[config.mk]
export PLATFORM = sky130hd
export DESIGN_NAME = control_sequencer_flat
export DESIGN_NICKNAME = d
export VERILOG_FILES = /design/src/rtl/control_sequencer_if.sv /design/src/rtl/control_sequencer.sv /design/src/flat_wrapper.sv
export SDC_FILE = /design/constraint.sdc
export NUM_CORES = 1
export LEC_CHECK = 0
export BUFFER_PORTS_ARGS = -buffer_cell sky130_fd_sc_hd__buf_2
export CORE_ASPECT_RATIO = 1.2
export CORE_UTILIZATION = 42
export CTS_CLUSTER_DIAMETER = 30
export DETAILED_ROUTE_END_ITERATION = 10
export GPL_TIMING_DRIVEN = 0
export PLACE_DENSITY = 0.81
export SYNTH_ARGS = -nofsm -noshare
export SYNTH_HDL_FRONTEND = slang
export SYNTH_SLANG_ARGS = --single-unit
[constraint.sdc]
create_clock -name clock -period 1.82 [get_ports clock]
set_input_delay 0.091 -clock clock [delete_from_list [all_inputs] [get_ports clock]]
set_output_delay 0.091 -clock clock [all_outputs]
set_load 0.01 [all_outputs]
[src/rtl/control_sequencer_if.sv]
// Control bundle between the sequencer and the datapath: instruction/flag
// inputs toward the sequencer, register-select, bus and memory strobes back out.
interface control_sequencer_if;
    logic [31:0] IR;
    logic        CON;
    logic        stop;

    logic        Gra, Grb, Grc, Rin, Rout, BAout;
    logic        PCout, PCin, IncPC, MARin, MDRin, MDRout, IRin;
    logic        Yin, Zin, Zlowout, Cout, CONin, Read, Write;
    logic [3:0]  alu_op;
    logic        run;
    logic        clear_out;

    modport master (
        input  IR, CON, stop,
        output Gra, Grb, Grc, Rin, Rout, BAout,
        output PCout, PCin, IncPC, MARin, MDRin, MDRout, IRin,
        output Yin, Zin, Zlowout, Cout, CONin, Read, Write,
        output alu_op, run, clear_out
    );

    modport slave (
        output IR, CON, stop,
        input  Gra, Grb, Grc, Rin, Rout, BAout,
        input  PCout, PCin, IncPC, MARin, MDRin, MDRout, IRin,
        input  Yin, Zin, Zlowout, Cout, CONin, Read, Write,
        input  alu_op, run, clear_out
    );
endinterface

[src/rtl/control_sequencer.sv]
// Hardwired control unit: walks fetch (T0-T2) then an opcode-specific execute
// sequence (T3-T7), decoding every strobe from the current step and opcode.
module control_sequencer (
    input  logic                  clock,
    input  logic                  reset_n,
    control_sequencer_if.master   bus
);

    typedef enum logic [3:0] {
        RST, T0, T1, T2, T3, T4, T5, T6, T7, HALT
    } seqState_t;

    localparam logic [4:0] OP_LD   = 5'b00000;
    localparam logic [4:0] OP_LDI  = 5'b00001;
    localparam logic [4:0] OP_ST   = 5'b00010;
    localparam logic [4:0] OP_ADD  = 5'b00011;
    localparam logic [4:0] OP_SUB  = 5'b00100;
    localparam logic [4:0] OP_AND  = 5'b00101;
    localparam logic [4:0] OP_OR   = 5'b00110;
    localparam logic [4:0] OP_ADDI = 5'b01100;
    localparam logic [4:0] OP_BR   = 5'b10010;
    localparam logic [4:0] OP_HALT = 5'b11011;
    localparam logic [3:0] ALU_ADD = 4'b0011;

    seqState_t  state_q, state_d;
    seqState_t  finishState;
    logic [4:0] opcode;
    logic       unusedIrBits;

    assign opcode       = bus.IR[31:27];
    assign unusedIrBits = ^bus.IR[26:0];
    // Last step of every instruction goes here: stop diverts to HALT.
    assign finishState  = bus.stop ? HALT : T0;

    always_ff @(posedge clock) begin
        if (!reset_n) state_q <= RST;
        else          state_q <= state_d;
    end

    always_comb begin
        state_d       = state_q;
        bus.Gra       = 1'b0;
        bus.Grb       = 1'b0;
        bus.Grc       = 1'b0;
        bus.Rin       = 1'b0;
        bus.Rout      = 1'b0;
        bus.BAout     = 1'b0;
        bus.PCout     = 1'b0;
        bus.PCin      = 1'b0;
        bus.IncPC     = 1'b0;
        bus.MARin     = 1'b0;
        bus.MDRin     = 1'b0;
        bus.MDRout    = 1'b0;
        bus.IRin      = 1'b0;
        bus.Yin       = 1'b0;
        bus.Zin       = 1'b0;
        bus.Zlowout   = 1'b0;
        bus.Cout      = 1'b0;
        bus.CONin     = 1'b0;
        bus.Read      = 1'b0;
        bus.Write     = 1'b0;
        bus.alu_op    = 4'b0000;
        bus.clear_out = 1'b0;
        bus.run       = (state_q != RST) && (state_q != HALT);

        case (state_q)
            RST: begin
                bus.clear_out = 1'b1;
                state_d       = T0;
            end
            T0: begin
                bus.PCout  = 1'b1;
                bus.MARin  = 1'b1;
                bus.IncPC  = 1'b1;
                bus.Zin    = 1'b1;
                bus.alu_op = ALU_ADD;
                state_d    = T1;
            end
            T1: begin
                bus.Zlowout = 1'b1;
                bus.PCin    = 1'b1;
                bus.Read    = 1'b1;
                bus.MDRin   = 1'b1;
                state_d     = T2;
            end
            T2: begin
                bus.MDRout = 1'b1;
                bus.IRin   = 1'b1;
                state_d    = T3;
            end
            T3: begin
                state_d = T4;
                case (opcode)
                    OP_LD, OP_LDI, OP_ST: begin
                        bus.Grb = 1'b1; bus.BAout = 1'b1; bus.Yin = 1'b1;
                    end
                    OP_ADD, OP_SUB, OP_AND, OP_OR, OP_ADDI: begin
                        bus.Grb = 1'b1; bus.Rout = 1'b1; bus.Yin = 1'b1;
                    end
                    OP_BR: begin
                        bus.Gra = 1'b1; bus.Rout = 1'b1; bus.CONin = 1'b1;
                    end
                    OP_HALT: state_d = HALT;
                    default: state_d = finishState;
                endcase
            end
            T4: begin
                state_d = T5;
                case (opcode)
                    OP_LD, OP_LDI, OP_ST, OP_ADDI: begin
                        bus.Cout = 1'b1; bus.Zin = 1'b1; bus.alu_op = ALU_ADD;
                    end
                    // R-format ops carry their ALU function in the low opcode bits.
                    OP_ADD, OP_SUB, OP_AND, OP_OR: begin
                        bus.Grc = 1'b1; bus.Rout = 1'b1; bus.Zin = 1'b1;
                        bus.alu_op = bus.IR[30:27];
                    end
                    OP_BR: begin
                        bus.PCout = 1'b1; bus.Yin = 1'b1;
                    end
                    default: state_d = finishState;
                endcase
            end
            T5: begin
                state_d = finishState;
                case (opcode)
                    OP_LD, OP_ST: begin
                        bus.Zlowout = 1'b1; bus.MARin = 1'b1; state_d = T6;
                    end
                    OP_LDI, OP_ADD, OP_SUB, OP_AND, OP_OR, OP_ADDI: begin
                        bus.Zlowout = 1'b1; bus.Gra = 1'b1; bus.Rin = 1'b1;
                    end
                    OP_BR: begin
                        bus.Cout = 1'b1; bus.Zin = 1'b1; bus.alu_op = ALU_ADD;
                        state_d = T6;
                    end
                    default: ;
                endcase
            end
            T6: begin
                state_d = finishState;
                case (opcode)
                    OP_LD: begin
                        bus.Read = 1'b1; bus.MDRin = 1'b1; state_d = T7;
                    end
                    OP_ST: begin
                        bus.Gra = 1'b1; bus.Rout = 1'b1; bus.MDRin = 1'b1;
                        state_d = T7;
                    end
                    OP_BR: begin
                        bus.Zlowout = bus.CON;
                        bus.PCin    = bus.CON;
                    end
                    default: ;
                endcase
            end
            T7: begin
                state_d = finishState;
                case (opcode)
                    OP_LD: begin
                        bus.MDRout = 1'b1; bus.Gra = 1'b1; bus.Rin = 1'b1;
                    end
                    OP_ST: bus.Write = 1'b1;
                    default: ;
                endcase
            end
            HALT: state_d = HALT;
            default: state_d = RST;
        endcase
    end

endmodule

[src/flat_wrapper.sv]
// flat-port wrapper written by rule: the top's interface ports become plain ports
module control_sequencer_flat 
  (clock, reset_n, bus_IR, bus_CON, bus_stop, bus_Gra, bus_Grb, bus_Grc, bus_Rin, bus_Rout, bus_BAout, bus_PCout, bus_PCin, bus_IncPC, bus_MARin, bus_MDRin, bus_MDRout, bus_IRin, bus_Yin, bus_Zin, bus_Zlowout, bus_Cout, bus_CONin, bus_Read, bus_Write, bus_alu_op, bus_run, bus_clear_out);
  control_sequencer_if bus_i ();
  input  logic clock;
  input  logic reset_n;
  input wire logic [$bits(bus_i.IR)-1:0] bus_IR;
  input wire logic [$bits(bus_i.CON)-1:0] bus_CON;
  input wire logic [$bits(bus_i.stop)-1:0] bus_stop;
  output wire logic [$bits(bus_i.Gra)-1:0] bus_Gra;
  output wire logic [$bits(bus_i.Grb)-1:0] bus_Grb;
  output wire logic [$bits(bus_i.Grc)-1:0] bus_Grc;
  output wire logic [$bits(bus_i.Rin)-1:0] bus_Rin;
  output wire logic [$bits(bus_i.Rout)-1:0] bus_Rout;
  output wire logic [$bits(bus_i.BAout)-1:0] bus_BAout;
  output wire logic [$bits(bus_i.PCout)-1:0] bus_PCout;
  output wire logic [$bits(bus_i.PCin)-1:0] bus_PCin;
  output wire logic [$bits(bus_i.IncPC)-1:0] bus_IncPC;
  output wire logic [$bits(bus_i.MARin)-1:0] bus_MARin;
  output wire logic [$bits(bus_i.MDRin)-1:0] bus_MDRin;
  output wire logic [$bits(bus_i.MDRout)-1:0] bus_MDRout;
  output wire logic [$bits(bus_i.IRin)-1:0] bus_IRin;
  output wire logic [$bits(bus_i.Yin)-1:0] bus_Yin;
  output wire logic [$bits(bus_i.Zin)-1:0] bus_Zin;
  output wire logic [$bits(bus_i.Zlowout)-1:0] bus_Zlowout;
  output wire logic [$bits(bus_i.Cout)-1:0] bus_Cout;
  output wire logic [$bits(bus_i.CONin)-1:0] bus_CONin;
  output wire logic [$bits(bus_i.Read)-1:0] bus_Read;
  output wire logic [$bits(bus_i.Write)-1:0] bus_Write;
  output wire logic [$bits(bus_i.alu_op)-1:0] bus_alu_op;
  output wire logic [$bits(bus_i.run)-1:0] bus_run;
  output wire logic [$bits(bus_i.clear_out)-1:0] bus_clear_out;
  assign bus_i.IR = bus_IR;
  assign bus_i.CON = bus_CON;
  assign bus_i.stop = bus_stop;
  assign bus_Gra = bus_i.Gra;
  assign bus_Grb = bus_i.Grb;
  assign bus_Grc = bus_i.Grc;
  assign bus_Rin = bus_i.Rin;
  assign bus_Rout = bus_i.Rout;
  assign bus_BAout = bus_i.BAout;
  assign bus_PCout = bus_i.PCout;
  assign bus_PCin = bus_i.PCin;
  assign bus_IncPC = bus_i.IncPC;
  assign bus_MARin = bus_i.MARin;
  assign bus_MDRin = bus_i.MDRin;
  assign bus_MDRout = bus_i.MDRout;
  assign bus_IRin = bus_i.IRin;
  assign bus_Yin = bus_i.Yin;
  assign bus_Zin = bus_i.Zin;
  assign bus_Zlowout = bus_i.Zlowout;
  assign bus_Cout = bus_i.Cout;
  assign bus_CONin = bus_i.CONin;
  assign bus_Read = bus_i.Read;
  assign bus_Write = bus_i.Write;
  assign bus_alu_op = bus_i.alu_op;
  assign bus_run = bus_i.run;
  assign bus_clear_out = bus_i.clear_out;
  control_sequencer u_core (.clock(clock), .reset_n(reset_n), .bus(bus_i));
endmodule
==> results of run 1 <==
==> kinds of logic after synthesis <==
logic type      share of synthesized area [%]
flops                                    8.37
buf+inv                                  10.3
simple gates                             45.2
xor+xnor                                 2.75
compound gates                           32.9
other cells                             0.392
==> cell type report <==
class | count | area [um^2]
tap | 30 | 37.5
buffer | 17 | 90.1
multi-input combinational | 126 | 806
clock buffer | 3 | 22.5
inverter | 1 | 3.75
timing repair buffer | 31 | 164
fill | 215 | 882
sequential | 4 | 88.8
==> stage by stage <==
step	instance area [um^2]	hold slack, ns	util (%)	total power [mW]
4_1_cts	1160	0.146	55.4	0.473
5_1_grt	1210	0.165	57.9	0.525
3_3_place_gp	1140	0.402	54.4	0.355
3_5_place_dp	1140	0.405	54.4	0.360
6_report	1210	0.160	57.9	0.482
2_1_floorplan	957	0.244	-	0.288
==> worst max-delay path, delay by kind of cell, from the launching register on <==
| kind | cells | cell delay [ns] |
|---|---|---|
| flops | 1 | 0.36 |
| buf+inv | 1 | 0.14 |
| simple gates | 1 | 0.57 |
| compound gates | 4 | 0.52 |
==> cells in the final DEF (no fill, tap or decap), types with 2 or more instances in the layout <==
master	n
a31oi_1	4
dfxtp_4	2
and3_1	2
nand3_1	7
a211o_1	2
nor3_1	6
nand2b_1	4
nand3b_1	2
a21o_1	2
nor4_1	2
buf_6	2
nand4_1	2
xor2_1	2
and2_1	2
a21oi_1	13
clkbuf_1	4
nor2_1	14
or4b_1	2
nor2b_1	5
clkbuf_2	3
clkbuf_4	3
o21a_1	5
buf_4	3
a211oi_1	2
buf_2	35
o21ai_1	5
nand2_1	16
==> layer usage <==
layer	up-vias	part of all wire, %	track usage [%]
li1	612	-	-
met1	576	43	29.5
met2	56	50	38.6
met3	8	5.3	2.64
met4	0	1.4	11.6
met5	-	0	0
==> repair_timing <==
item,in CTS,in global routing
buffers inserted,0,2
endpoints found under the hold margin,0,0
pin swaps,1,6
gates resized for setup,4,12
endpoints found under the setup margin,9,9
==> path summary, 6_finish.rpt <==
check	from	endpoint	slack [ns]
setup / recovery	u_core.state_q[1]	bus_Rout	-0.09
hold / removal	reset_n	u_core.state_q[0]	0.16
hold reg to reg	u_core.state_q[1]	u_core.state_q[0]	0.70
setup reg to reg	u_core.state_q[2]	u_core.state_q[3]	0.33
==> power breakdown <==
group	total, mW	switching, mW	internal, mW
sequential	0.106	0.0113	0.0942
combinational	0.270	0.163	0.107
clock	0.106	0.0327	0.0735
total	0.482	0.207	0.275
==> results.py, run 1 <==
metrics = {
    "timing": {
        "finalMaxSlewViolations": 0,
        "setup-tns-final_ns": -0.142,
        "fin_crit_ns": 1.91,
        "fin_ws_ns": -0.0894,
        "post-route-period-util_pct": 105,
        "fmax_mhz": 524,
        "timing.final.setup_violations": 3,
        "rsz0062_at_grt": "true",
        "clock_skew_ns": 0.000334,
        "final_hold_viol_count": 0,
    },
    "floorplan": {
        "core.rowCount": 18,
        "die_width_um": 45.6,
        "design.portCount": 62,
        "die_area_mm2": 0.00247,
        "die_y_um": 54.3,
        "core-area_mm2": 0.00209,
        "start_util_pct": 45.7,
    },
    "detailed_routing": {
        "first_pass_iters": 4,
        "viasPerCell": 5.91,
        "drtAntennaViolNets": 0,
        "total_length_of_routed_wires_um": 2830,
        "drt_drc": 0,
        "total_via_count_in_the_routed_design": 1252,
        "detailedRoute.firstIterationViolations": 42,
        "route.detailed.wl_per_inst_um": 13.3,
    },
    "yosys": {
        "syn-mean-instance-area_um2": 6.38,
        "synthFlopType": "dfxtp_1",
        "yosys_register_bits": 4,
        "yosysUniqueCellTypes": 50,
        "synth-edff-count": 0,
        "yosysSeqAreaShare_pct": 8.37,
        "synth_common_cells": "16 x nand2_1, 14 x nor2_1, 13 x a21oi_1, 8 x clkbuf_1",
        "netlist.top_cell.by_area": "dfxtp_1",
        "synthesis.instances": 150,
        "syn_area_um2": 957,
        "synthDominantCellAreaShare_pct": 8.37,
        "synth_fp_nets": 186,
        "netlist_top_cells_area": "dfxtp_1 8.4%, a21oi_1 6.8%, nand2_1 6.3%",
        "asyncSetResetFlopFracSynth_pct": 0,
        "ys.warnings.count": 0,
        "synth_most_common_cell": "nand2_1",
    },
    "setup_path": {
        "worstSetupEndpointType": "primary output",
        "crit_path_max_incr_delay_ns": 0.57,
        "cell_chain_of_the_critical_path": "or4b_4, a21boi_2, o22ai_2, a211oi_1, a21oi_1, buf_2",
        "timing.setup.critical_path_class": "flop to primary output",
        "timing.critical_path.slowest_stage_cell": "or4b_4",
        "crit_path_start_kind": "flop",
        "ff2ff_path_depth": 5,
        "cp.required_ns": 1.73,
        "crit_fanout": 8,
        "arrival_time_at_the_worst_endpoint_ns": 1.82,
    },
    "cells_and_area": {
        "antenna_cells_inserted": 0,
        "regMostFlops": "u_core.state_q",
        "largest_register_ff_count": 4,
        "stdcell_count": 212,
        "reg.largest.list": "u_core.state_q x4",
        "final_net_count": 220,
        "final_layout_size_suffix_gt1_share_pct": 33.0,
        "area_delta_synth_final_pct": 26.7,
    },
    "place": {
        "dp_slack_ns": 0.0966,
        "dp_hpwl_um": 2050,
        "gp_congestion": 0.890,
        "placedCellCount": 209,
        "portBuffers": 29,
    },
    "clocking": {
        "clock_tree.buffer_depth": 2,
        "clock-sinks": 4,
        "clkLatencyLatePin_ns": 0.23,
        "h-tree-depth": 1,
        "cts_root_buf": "clkbuf_4",
        "cts_buffers": 3,
        "cts_hold_repair.buffers": 0,
        "cts_tree": "built",
        "clk_pin_slew_worst_paths_ns": 0.04,
    },
    "flow_run": {
        "cap_viol_max_count": 0,
    },
    "min_path": {
        "timing.hold.worst.class": "input port to flop",
        "hold_depth": 2,
    },
    "power": {
        "vdd_ir_drop_max_mv": 0.298,
        "powerDensity_mw_per_mm2": 398,
        "total_leakage_power_nw": 0.513,
    },
    "global_routing": {
        "global_route_wire_length_before_repair_um": 4300,
        "grt_overflow": 0,
        "first_global_vias": 1028,
        "largest_net_degree_at_the_start_of_global_routing": 13,
        "track_usage_pct": 23.3,
        "initial_antenna_violation_count": 0,
    },
    "outcome": {
        "failed_checks": "negative setup slack",
        "outcome": "complete, but fails checks",
    },
}
Note: power is estimated with default switching activity, not from simulation.
==> run 2: changes to the inputs <==
--- a/config.mk
+++ b/config.mk
@@ -7,11 +7,12 @@
 export LEC_CHECK = 0
 export BUFFER_PORTS_ARGS = -buffer_cell sky130_fd_sc_hd__buf_2
 export CORE_ASPECT_RATIO = 1.2
-export CORE_UTILIZATION = 42
+export CORE_UTILIZATION = 38
 export CTS_CLUSTER_DIAMETER = 30
 export DETAILED_ROUTE_END_ITERATION = 10
 export GPL_TIMING_DRIVEN = 0
-export PLACE_DENSITY = 0.81
+export PLACE_DENSITY = 0.76
+export SETUP_SLACK_MARGIN = 0.1
 export SYNTH_ARGS = -nofsm -noshare
 export SYNTH_HDL_FRONTEND = slang
 export SYNTH_SLANG_ARGS = --single-unit
==> constraint.sdc (replaced) <==
create_clock -name clock -period 1.66 [get_ports clock]
set_input_delay 0.083 -clock clock [delete_from_list [all_inputs] [get_ports clock]]
set_output_delay 0.083 -clock clock [all_outputs]
set_load 0.01 [all_outputs]
==> run 2 against run 1 <==
- the run still ends with negative setup slack left
- core utilization shrank 0.53 points
- register-to-register slack lost 0.23 ns
- highest routed layer unchanged
- largest cell class unchanged
- cell count up 1.9%
- first-iteration DRC count shrank 19%
- critical path type unchanged
==> results.py, run 2 (synthesis gave the netlist of run 1 again) <==
metrics = {
    "min_path": {
        "worstHoldStart": "reset_n",
        "hold_depth": 2,
        "timing.hold.worst.class": "input port to flop",
    },
    "place": {
        "portBuffers": 29,
        "placedCellCount": 210,
        "gp_congestion": 0.885,
        "dp_hpwl_um": 2100,
        "dp_slack_ns": -0.0575,
        "placed_area_mm2": 0.00114,
    },
    "detailed_routing": {
        "route.detailed.wl_per_inst_um": 14.1,
        "drtAntennaViolNets": 0,
        "detailedRoute.firstIterationViolations": 34,
        "first_pass_iters": 4,
        "total_length_of_routed_wires_um": 3040,
        "total_via_count_in_the_routed_design": 1260,
        "drt_drc": 0,
        "viasPerCell": 5.83,
    },
    "cells_and_area": {
        "multi_input_comb_area_um2": 866,
        "sequential_cell_area_um2": 85.1,
        "final_layout_size_suffix_gt1_share_pct": 41.6,
        "stdcell_area_mm2": 0.00134,
        "largest_register_ff_count": 4,
        "layout.cells.most_common_list": "34 x buf_2, 16 x nand2_1, 12 x nor2_1, 12 x a21oi_1, 7 x nand3_1",
        "filler_cell_count": 234,
        "area_delta_synth_final_pct": 39.6,
        "regMostFlops": "u_core.state_q",
        "final_net_count": 223,
        "utilization_pct": 57.4,
        "stdcell_count": 216,
        "layout.cells.most_common": "buf_2",
        "reg.largest.list": "u_core.state_q x4",
        "antenna_cells_inserted": 0,
    },
    "power": {
        "vdd_ir_drop_max_mv": 0.319,
        "total_leakage_power_nw": 0.569,
        "powerDensity_mw_per_mm2": 432,
        "total_power_mw": 0.577,
    },
    "timing": {
        "rsz0062_at_grt": "true",
        "max_slew.worst_pin.slew_ns": 0.536,
        "fmax_mhz": 525,
        "timing.final.setup_violations": 4,
        "max_slew_headroom_pct": 64.0,
        "finalMaxSlewViolations": 0,
        "setup-tns-final_ns": -0.529,
        "fin_crit_ns": 1.91,
        "clock_skew_ns": 0.000337,
        "final_hold_viol_count": 0,
        "fin_ws_ns": -0.246,
        "hold-worst-slack_ns": 0.161,
        "post-route-period-util_pct": 115,
    },
    "floorplan": {
        "design.portCount": 62,
        "die_width_um": 47.8,
        "start_util_pct": 41.1,
        "core.rowCount": 19,
        "core-area_mm2": 0.00233,
        "die_y_um": 57.0,
        "die_area_mm2": 0.00272,
    },
    "setup_path": {
        "worstSetupEndpointType": "primary output",
        "cp.required_ns": 1.58,
        "critical_path.top_delay_family": "simple AND/OR/NAND/NOR gates",
        "crit_path_max_incr_delay_ns": 0.59,
        "arrival_time_at_the_worst_endpoint_ns": 1.82,
        "crit_path_start_kind": "flop",
        "path_depth": 6,
        "timing.critical_path.slowest_stage_cell": "or4b_4",
        "crit_fanout": 4,
        "cell_chain_of_the_critical_path": "or4b_4, a21boi_2, o22ai_2, a211oi_2, a21oi_1, buf_2",
        "critPathLaunch": "u_core.state_q[1]",
        "worstReg2RegStart": "u_core.state_q[1]",
        "ff2ff_path_depth": 6,
        "path_buf_inv": 1,
        "timing.setup.critical_path_class": "flop to primary output",
    },
    "outcome": {
        "failed_checks": "negative setup slack",
        "outcome": "complete, but fails checks",
    },
    "global_routing": {
        "largest_net_degree_at_the_start_of_global_routing": 11,
        "grt_overflow": 0,
        "global_route_wire_length_before_repair_um": 4790,
        "initial_antenna_violation_count": 0,
        "track_usage_pct": 23.2,
        "first_global_vias": 1113,
    },
    "flow_run": {
        "cap_viol_max_count": 0,
    },
    "clocking": {
        "cts_buffers": 3,
        "cts_root_buf": "clkbuf_4",
        "clkLatencyLatePin_ns": 0.23,
        "clk_pin_slew_worst_paths_ns": 0.04,
        "clock-sinks": 4,
        "h-tree-depth": 1,
        "cts_tree": "built",
        "clock_tree.buffer_depth": 2,
        "cts_hold_repair.buffers": 0,
    },
}
==> run 2: final timing paths <==
kind,endpoint,slack [ns]
worst min-delay path,u_core.state_q[0],0.16
worst max-delay path,bus_Rout,-0.25
worst max register to register,u_core.state_q[3],0.10
worst min register to register,u_core.state_q[0],0.66
==> run 2: final cells by class <==
cell class / count / area share, %
Multi-Input combinational cell: 126 / 64.8
Timing Repair Buffer: 33 / 13.1
Buffer: 18 / 10.9
Sequential cell: 4 / 6.37
Tap cell: 31 / 2.90
Clock buffer: 3 / 1.69
Inverter: 1 / 0.281
==> run 2: repair_timing <==
| action | in CTS | in global routing |
|---|---|---|
| resized for setup | 25 | 24 |
| pin swaps | 3 | 10 |
| endpoints found under the setup margin | 21 | 24 |
| setup buffers | 3 | 1 |
==> run 2: metal layers <==
metal | GRT usage (%) | wire (um) | part of all wire [%]
met5 | 0 | 0 | 0
met1 | 30.9 | 1340 | 44
met4 | 7.14 | 52 | 1.7
met2 | 39.4 | 1530 | 50
met3 | 0.316 | 124 | 4.1
==> run 2: power by group <==
group | internal [mW] | switching, mW
clock | 0.0806 | 0.0362
combinational | 0.148 | 0.199
sequential | 0.103 | 0.00915
